==> src/rtl/fcr_cmd_rx.sv <==
// Host-link command receiver: packs rx bytes big-endian into 32-bit words and queues them in a FIFO.
// Latency: word visible (cmd_waitreq low) 1 cycle after its 4th byte; popped word on cmd_data 1 cycle after cmd_rdreq.
// Backpressure: none on rx_valid; a word completed while the FIFO is full is dropped and flagged via overflow.
// Optional inter-byte timeout enabled by defining FCR_CMD_RX_TIMEOUT_EN.
module fcr_cmd_rx #(
    parameter int DEPTH_LOG2     = 4,
    parameter int TIMEOUT_CYCLES = 50000
) (
    input  logic                  clk,
    input  logic                  rst_n,
    input  logic [7:0]            rx_data,
    input  logic                  rx_valid,
    output logic [31:0]           cmd_data,
    output logic                  cmd_waitreq,
    input  logic                  cmd_rdreq,
    output logic [DEPTH_LOG2:0]   fill_level,
    output logic                  overflow,
    output logic                  timeout_err,
    input  logic                  clr_flags
);

    localparam int                  DEPTH = 1 << DEPTH_LOG2;
    localparam logic [DEPTH_LOG2:0] FULL  = (DEPTH_LOG2 + 1)'(DEPTH);

    logic [1:0]            byte_cnt;
    logic [23:0]           asm_q;
    logic [31:0]           mem [DEPTH];
    logic [DEPTH_LOG2-1:0] wr_ptr;
    logic [DEPTH_LOG2-1:0] rd_ptr;
    logic [DEPTH_LOG2:0]   fill;
    logic [31:0]           cmd_q;
    logic                  ovf_q;

    logic                  timeout_hit;
    logic                  word_done;
    logic                  is_full;
    logic                  is_empty;
    logic                  do_push;
    logic                  do_pop;
    logic                  drop;
    logic [31:0]           word;

`ifdef FCR_CMD_RX_TIMEOUT_EN
    logic [15:0] to_cnt;
    logic        to_err_q;

    // Timeout fires on the edge that ends the TIMEOUT_CYCLES-th idle cycle of a partial word;
    // a byte arriving in that cycle makes it non-idle, so the byte wins.
    always_comb begin
        timeout_hit = (byte_cnt != 2'd0) && !rx_valid &&
                      (to_cnt == 16'(TIMEOUT_CYCLES - 1));
    end

    // Idle-cycle counter, only running while a word is partially assembled.
    always_ff @(posedge clk or negedge rst_n) begin
        if (!rst_n) begin
            to_cnt <= 16'd0;
        end else if (rx_valid || byte_cnt == 2'd0 || timeout_hit) begin
            to_cnt <= 16'd0;
        end else begin
            to_cnt <= to_cnt + 16'd1;
        end
    end

    // Sticky timeout flag; a new timeout beats a same-cycle clear.
    always_ff @(posedge clk or negedge rst_n) begin
        if (!rst_n) begin
            to_err_q <= 1'b0;
        end else if (timeout_hit) begin
            to_err_q <= 1'b1;
        end else if (clr_flags) begin
            to_err_q <= 1'b0;
        end
    end

    assign timeout_err = to_err_q;
`else
    localparam int timeout_unused = TIMEOUT_CYCLES;

    assign timeout_hit = 1'b0;
    assign timeout_err = 1'b0;
`endif

    // FIFO control: a pop on empty is ignored, so push+pop on empty degenerates to a push;
    // on full, a same-cycle pop frees the slot the push needs.
    always_comb begin
        word      = {asm_q, rx_data};
        word_done = rx_valid && (byte_cnt == 2'd3);
        is_full   = (fill == FULL);
        is_empty  = (fill == '0);
        do_pop    = cmd_rdreq && !is_empty;
        do_push   = word_done && (!is_full || do_pop);
        drop      = word_done && is_full && !do_pop;
    end

    // Byte assembly: earlier bytes shift toward the MSBs, so the 4th byte lands in bits 7:0.
    always_ff @(posedge clk or negedge rst_n) begin
        if (!rst_n) begin
            byte_cnt <= 2'd0;
            asm_q    <= 24'd0;
        end else if (timeout_hit) begin
            byte_cnt <= 2'd0;
        end else if (rx_valid) begin
            byte_cnt <= byte_cnt + 2'd1;
            asm_q    <= {asm_q[15:0], rx_data};
        end
    end

    // Storage array has no reset; only the pointers and fill count define its contents.
    always_ff @(posedge clk) begin
        if (do_push) begin
            mem[wr_ptr] <= word;
        end
    end

    // Pointers, fill count and the registered read port.
    always_ff @(posedge clk or negedge rst_n) begin
        if (!rst_n) begin
            wr_ptr <= '0;
            rd_ptr <= '0;
            fill   <= '0;
            cmd_q  <= 32'd0;
        end else begin
            if (do_push) begin
                wr_ptr <= wr_ptr + 1'b1;
            end
            if (do_pop) begin
                rd_ptr <= rd_ptr + 1'b1;
                cmd_q  <= mem[rd_ptr];
            end
            case ({do_push, do_pop})
                2'b10:   fill <= fill + 1'b1;
                2'b01:   fill <= fill - 1'b1;
                default: fill <= fill;
            endcase
        end
    end

    // Sticky overflow flag; a drop beats a same-cycle clear.
    always_ff @(posedge clk or negedge rst_n) begin
        if (!rst_n) begin
            ovf_q <= 1'b0;
        end else if (drop) begin
            ovf_q <= 1'b1;
        end else if (clr_flags) begin
            ovf_q <= 1'b0;
        end
    end

    assign cmd_data    = cmd_q;
    assign cmd_waitreq = is_empty;
    assign fill_level  = fill;
    assign overflow    = ovf_q;

endmodule

==> config.mk <==
export PLATFORM = sky130hd
export DESIGN_NAME = fcr_cmd_rx
export DESIGN_NICKNAME = d
export VERILOG_FILES = /design/src/rtl/fcr_cmd_rx.sv
export SDC_FILE = /design/constraint.sdc
export NUM_CORES = 1
export LEC_CHECK = 0
export ABC_AREA = 1
export BUFFER_PORTS_ARGS = -buffer_cell sky130_fd_sc_hd__buf_2
export CAP_MARGIN = 30
export CORE_ASPECT_RATIO = 1.25
export CORE_UTILIZATION = 30
export DETAILED_ROUTE_END_ITERATION = 8
export GPL_TIMING_DRIVEN = 0
export PLACE_DENSITY = 0.47
export RECOVER_POWER = 25
export SYNTH_ARGS = -nofsm -noshare
export SYNTH_HDL_FRONTEND = slang
export SYNTH_SLANG_ARGS = --single-unit
==> constraint.sdc <==
create_clock -name clk -period 4.08 [get_ports clk]
set_clock_uncertainty 0.15 [all_clocks]
set_input_delay 0.408 -clock clk [delete_from_list [all_inputs] [get_ports clk]]
set_output_delay 0.408 -clock clk [all_outputs]
set_load 0.01 [all_outputs]
==> impl_table.tex <==
\begin{tabular}{lr}
\hline
Metric & Value \\
\hline
\multicolumn{2}{l}{\textbf{Placed design}} \\
Number of buffers inserted by port buffering & 50 \\
Routability congestion estimate & $\sim$0.82 \\
Detail Placement HPWL & roughly 50,000 um \\
\multicolumn{2}{l}{\textbf{Yosys}} \\
Post-synth net total & 1,740 \\
Cell accounting for the most synthesized area & sky130\_fd\_sc\_hd\_\_edfxtp\_1 \\
Unique cell type count in the Yosys netlist & 25 \\
Mean post-synth cell area & 13.26 um2 \\
Netlist area before placement & between 0.02 and 0.025 mm2 \\
Most area-consuming cells after synthesis & sky130\_fd\_sc\_hd\_\_edfxtp\_1, sky130\_fd\_sc\_hd\_\_dfrtp\_1, sky130\_fd\_sc\_hd\_\_o21ai\_0, sky130\_fd\_sc\_hd\_\_nor2\_1, sky130\_fd\_sc\_hd\_\_o221ai\_1 \\
Register area share after synthesis & 0.7533 \\
Gate count of the mapped netlist & 1,719 \\
Synthesis Warnings & 0 \\
\#FFs+latches synth & 584 \\
Share of the synthesized area in the top cell type & 0.6743 \\
\multicolumn{2}{l}{\textbf{Detailed routing}} \\
Vias & 14,914 \\
Vias per cell & 5.198 \\
Post-detailed-route DRC marker count & 0 \\
Met1 routed wirelength after detailed routing & $\sim$29,000 um \\
Count of routing violations after the opening detailed-route iteration & 1,217 \\
Routed wire length & 75,860 um \\
Routed length per placed instance & 26.44 um \\
Metal2 WL & 39,120 um \\
DR pass1 iterations & 5 \\
Met3 wirelength from detailed routing & 3769 um \\
Top routing layer used & met4 \\
Antenna-violating nets left & 0 \\
\multicolumn{2}{l}{\textbf{Pwr}} \\
Ratio of total power to cell area & 728.7 mW/mm2 \\
Power Total & about 19 mW \\
Maximum vdd drop & 0.0003694 V \\
Leakage component of the power & 9.007 nW \\
\multicolumn{2}{l}{\textbf{Layout}} \\
Register area & 0.01718 mm2 \\
End-of-flow core utilization & 0.3560 \\
Area Growth Syn to Fin & 17.07\% \\
Multi-input combinational cell area & 0.005045 mm2 \\
Fillers & approximately 7,200 \\
Final Net Count & roughly 1,900 \\
Antenna diode count & 0 \\
Ratio of cells with drive above 1 in the final layout & 0.1179 \\
\multicolumn{2}{l}{\textbf{Timing}} \\
Final Slew Violations & 60 \\
Transition at the pin with the smallest max-transition slack & between 1500 and 2000 ps \\
Total count of hold-check failures in the final report & 0 \\
Final period demand of the worst path & approximately 3100 ps \\
Final count of negative-setup-slack endpoints & 0 \\
Slew margin rel. & -0.1967 \\
Highest achievable clock rate & 326.9 MHz \\
RSZ-0062 raised after global routing & false \\
Portion of the clock cycle consumed by the worst path in the final layout & 0.7497 \\
\multicolumn{2}{l}{\textbf{Hold path}} \\
Hold Path Sink & overflow \\
Cells on Worst Hold Path & 4 \\
Worst min-delay path class & input pin to flop \\
Worst min-delay path startpoint & cmd\_rdreq \\
\multicolumn{2}{l}{\textbf{CTS}} \\
Number of buffers created by CTS & 57 \\
Number of H-tree levels & 2 \\
TritonCTS clock tree & yes \\
Clk sink count & 584 \\
Clock transition at the registers of the reported paths & 70 ps \\
Clock insertion delay at the later pin of the skew report & 630 ps \\
Bufs on Longest Clock Path & 3 \\
Clock root cell & sky130\_fd\_sc\_hd\_\_clkbuf\_16 \\
Cts repair resizes & 0 \\
\multicolumn{2}{l}{\textbf{Worst setup path}} \\
Crit-path most repeated cell & sky130\_fd\_sc\_hd\_\_nand2\_1 \\
Critical Path RT & 4480 ps \\
Critical path class & flop to flop \\
Number of cells on the worst reg-to-reg path & 9 \\
Maximum single-stage delay on the critical path & 820 ps \\
Worst-path fanout max & 10 \\
Arrival time of data at the critical path endpoint & 3460 ps \\
Setup crit start kind & flop \\
Setup slack of the most critical reg-to-reg path & 1020 ps \\
Capture instance of the worst register-to-register path & cmd\_data[2] \\
Slowest cell on crit path & sky130\_fd\_sc\_hd\_\_clkbuf\_1 \\
Element type at the critical path end & flop \\
Cell-by-cell trace of the critical path & inv\_2 > buf\_6 > clkbuf\_1 > o21ai\_0 > o22ai\_1 > nor2\_1 > o21ai\_1 > nand2\_1 > nand2\_1 \\
Reg-to-reg startpoint & rd\_ptr[0] \\
\multicolumn{2}{l}{\textbf{GRT}} \\
Maximum number of pins on one net before global-route repair & 60 \\
Via count of the first global-routing pass & 14,917 \\
Number of antenna violations at the first check in global routing & 1 \\
Remaining Overflow, GRT & 0 \\
GRT Resource Usage Total & 0.1960 \\
First-pass GRT wire length & 107,800 um \\
\multicolumn{2}{l}{\textbf{Die}} \\
Die outline width & around 250 um \\
Number of top-level pins & 53 \\
Initial Utilization & 0.3041 \\
Die area & between 0.07 and 0.08 mm2 \\
Row count & 112 \\
Height of the die & around 310 um \\
Core outline area & 0.07497 mm2 \\
\multicolumn{2}{l}{\textbf{Outcome}} \\
Violations in the final reports & capacitance limit, slew limit \\
Outcome & finished with violations \\
\multicolumn{2}{l}{\textbf{Flow run}} \\
Number of max-cap violations & 1 \\
\hline
\end{tabular}
==> flip-flops by register name, summed over array words and instances (netlist names) <==
name / flops
mem: 512
byte_cnt: 2
cmd_data: 32
fill_level: 5
overflow: 1
rd_ptr: 4
wr_ptr: 4
asm_q: 24
==> cell usage after synthesis, drive strengths merged <==
cell type,number
nand3,58
o21ai,302
mux2,9
conb,1
edfxtp,512
nor2,304
ha,8
clkbuf,71
nand2,153
buf,45
xor2,9
o22ai,33
dfrtp,72
a21oi,8
inv,33
o221ai,96
nand4,5
==> worst max-delay path: cells and delay by family (launching register included) <==
family,cells,cell delay [ps]
buffers and inverters,3,1200
flip-flops,1,560
AO/OA/AOI/OAI,3,810
AND/OR/NAND/NOR,3,240
==> how the worst max path moves through the flow <==
stage	startpoint	end	slack, ps	cells past startpoint
after CTS	rd_ptr[2]	cmd_data[4]	1040	8
after floorplan	rx_valid	mem[11][0]	1070	7
after global placement	rx_valid	mem[8][9]	-1230	7
after detailed placement	rd_ptr[2]	cmd_data[4]	1040	8
final	rd_ptr[0]	cmd_data[2]	1020	9
after global routing	rst_n	asm_q[6]	640	3
==> power by group <==
group / switching, mW / leakage, nW / internal, mW
sequential: 0.403 / 5.48 / 7.03
clock: 2.31 / 0.926 / 3.05
combinational: 4.86 / 2.60 / 1.80
==> kinds of logic after synthesis <==
kind of cell / count (synthesis) / share of synthesized area
other: 1 / 0.0001645
xor gates and xnor gates: 9 / 0.003457
adders and majority gates: 8 / 0.004390
buffers and inverters: 149 / 0.03073
and+or+nand+nor: 520 / 0.08955
DFF: 584 / 0.7533
AOI/OAI and AO/OA: 439 / 0.1140
muxes: 9 / 0.004445
==> final cells by class <==
cell class,count,share of cell area
flip-flops and latches,584,0.6435
multi-input cells,986,0.1890
clock buffers,79,0.05990
plain buffers,116,0.02156
repair buffers,73,0.02526
clock inverters,29,0.01073
inverters,33,0.004640
well taps,969,0.04542
==> per-layer routing <==
layer	track usage	up-vias
met5	0	-
li1	-	6636
met2	0.3587	494
met4	0.09736	0
met1	0.2256	7617
met3	0.02593	167
==> through the flow <==
step / TNS (ps) / setup WS (ps) / cells / area, um2 / hold slack (ps)
after floorplan: 0 / 1068 / 1719 / 22800 / -37.59
after global placement: -481990 / -1234 / 2738 / 24260 / 311.9
after detailed placement: 0 / 1045 / 2759 / 24830 / 180.0
after CTS: 0 / 1044 / 2869 / 26730 / 8.130
after global routing: 0 / 639.5 / 2869 / 26690 / 66.41
final: 0 / 1021 / 2869 / 26690 / 39.88
==> layout by cell type (no fill, tap or decap), types with 3 or more instances in the layout <==
master / count
sky130_fd_sc_hd__nor2_1: 287
sky130_fd_sc_hd__ha_1: 8
sky130_fd_sc_hd__o21ai_0: 276
sky130_fd_sc_hd__dfrtp_1: 72
sky130_fd_sc_hd__clkinv_1: 10
sky130_fd_sc_hd__buf_4: 15
sky130_fd_sc_hd__clkbuf_2: 9
sky130_fd_sc_hd__nor2_4: 16
sky130_fd_sc_hd__clkbuf_1: 86
sky130_fd_sc_hd__buf_12: 12
sky130_fd_sc_hd__o22ai_1: 33
sky130_fd_sc_hd__clkinv_2: 10
sky130_fd_sc_hd__xor2_1: 9
sky130_fd_sc_hd__a21oi_1: 8
sky130_fd_sc_hd__edfxtp_1: 512
sky130_fd_sc_hd__inv_2: 3
sky130_fd_sc_hd__mux2_2: 9
sky130_fd_sc_hd__buf_1: 5
sky130_fd_sc_hd__nand2_1: 152
sky130_fd_sc_hd__clkbuf_8: 9
sky130_fd_sc_hd__nand3_1: 58
sky130_fd_sc_hd__inv_1: 30
sky130_fd_sc_hd__clkbuf_16: 57
sky130_fd_sc_hd__o221ai_1: 96
sky130_fd_sc_hd__nand4_1: 5
sky130_fd_sc_hd__buf_2: 58
sky130_fd_sc_hd__buf_6: 7
sky130_fd_sc_hd__buf_8: 4
sky130_fd_sc_hd__bufinv_16: 5
sky130_fd_sc_hd__o21ai_1: 26
sky130_fd_sc_hd__buf_16: 4
==> what timing repair did <==
item | 4_1_cts | 5_1_grt
hold buffers | 2 | 0
setup buffers | 0 | 0
setup endpoints to repair | 0 | 0
hold endpoints to repair | 73 | 0
Power figures use the tool's default switching activity.
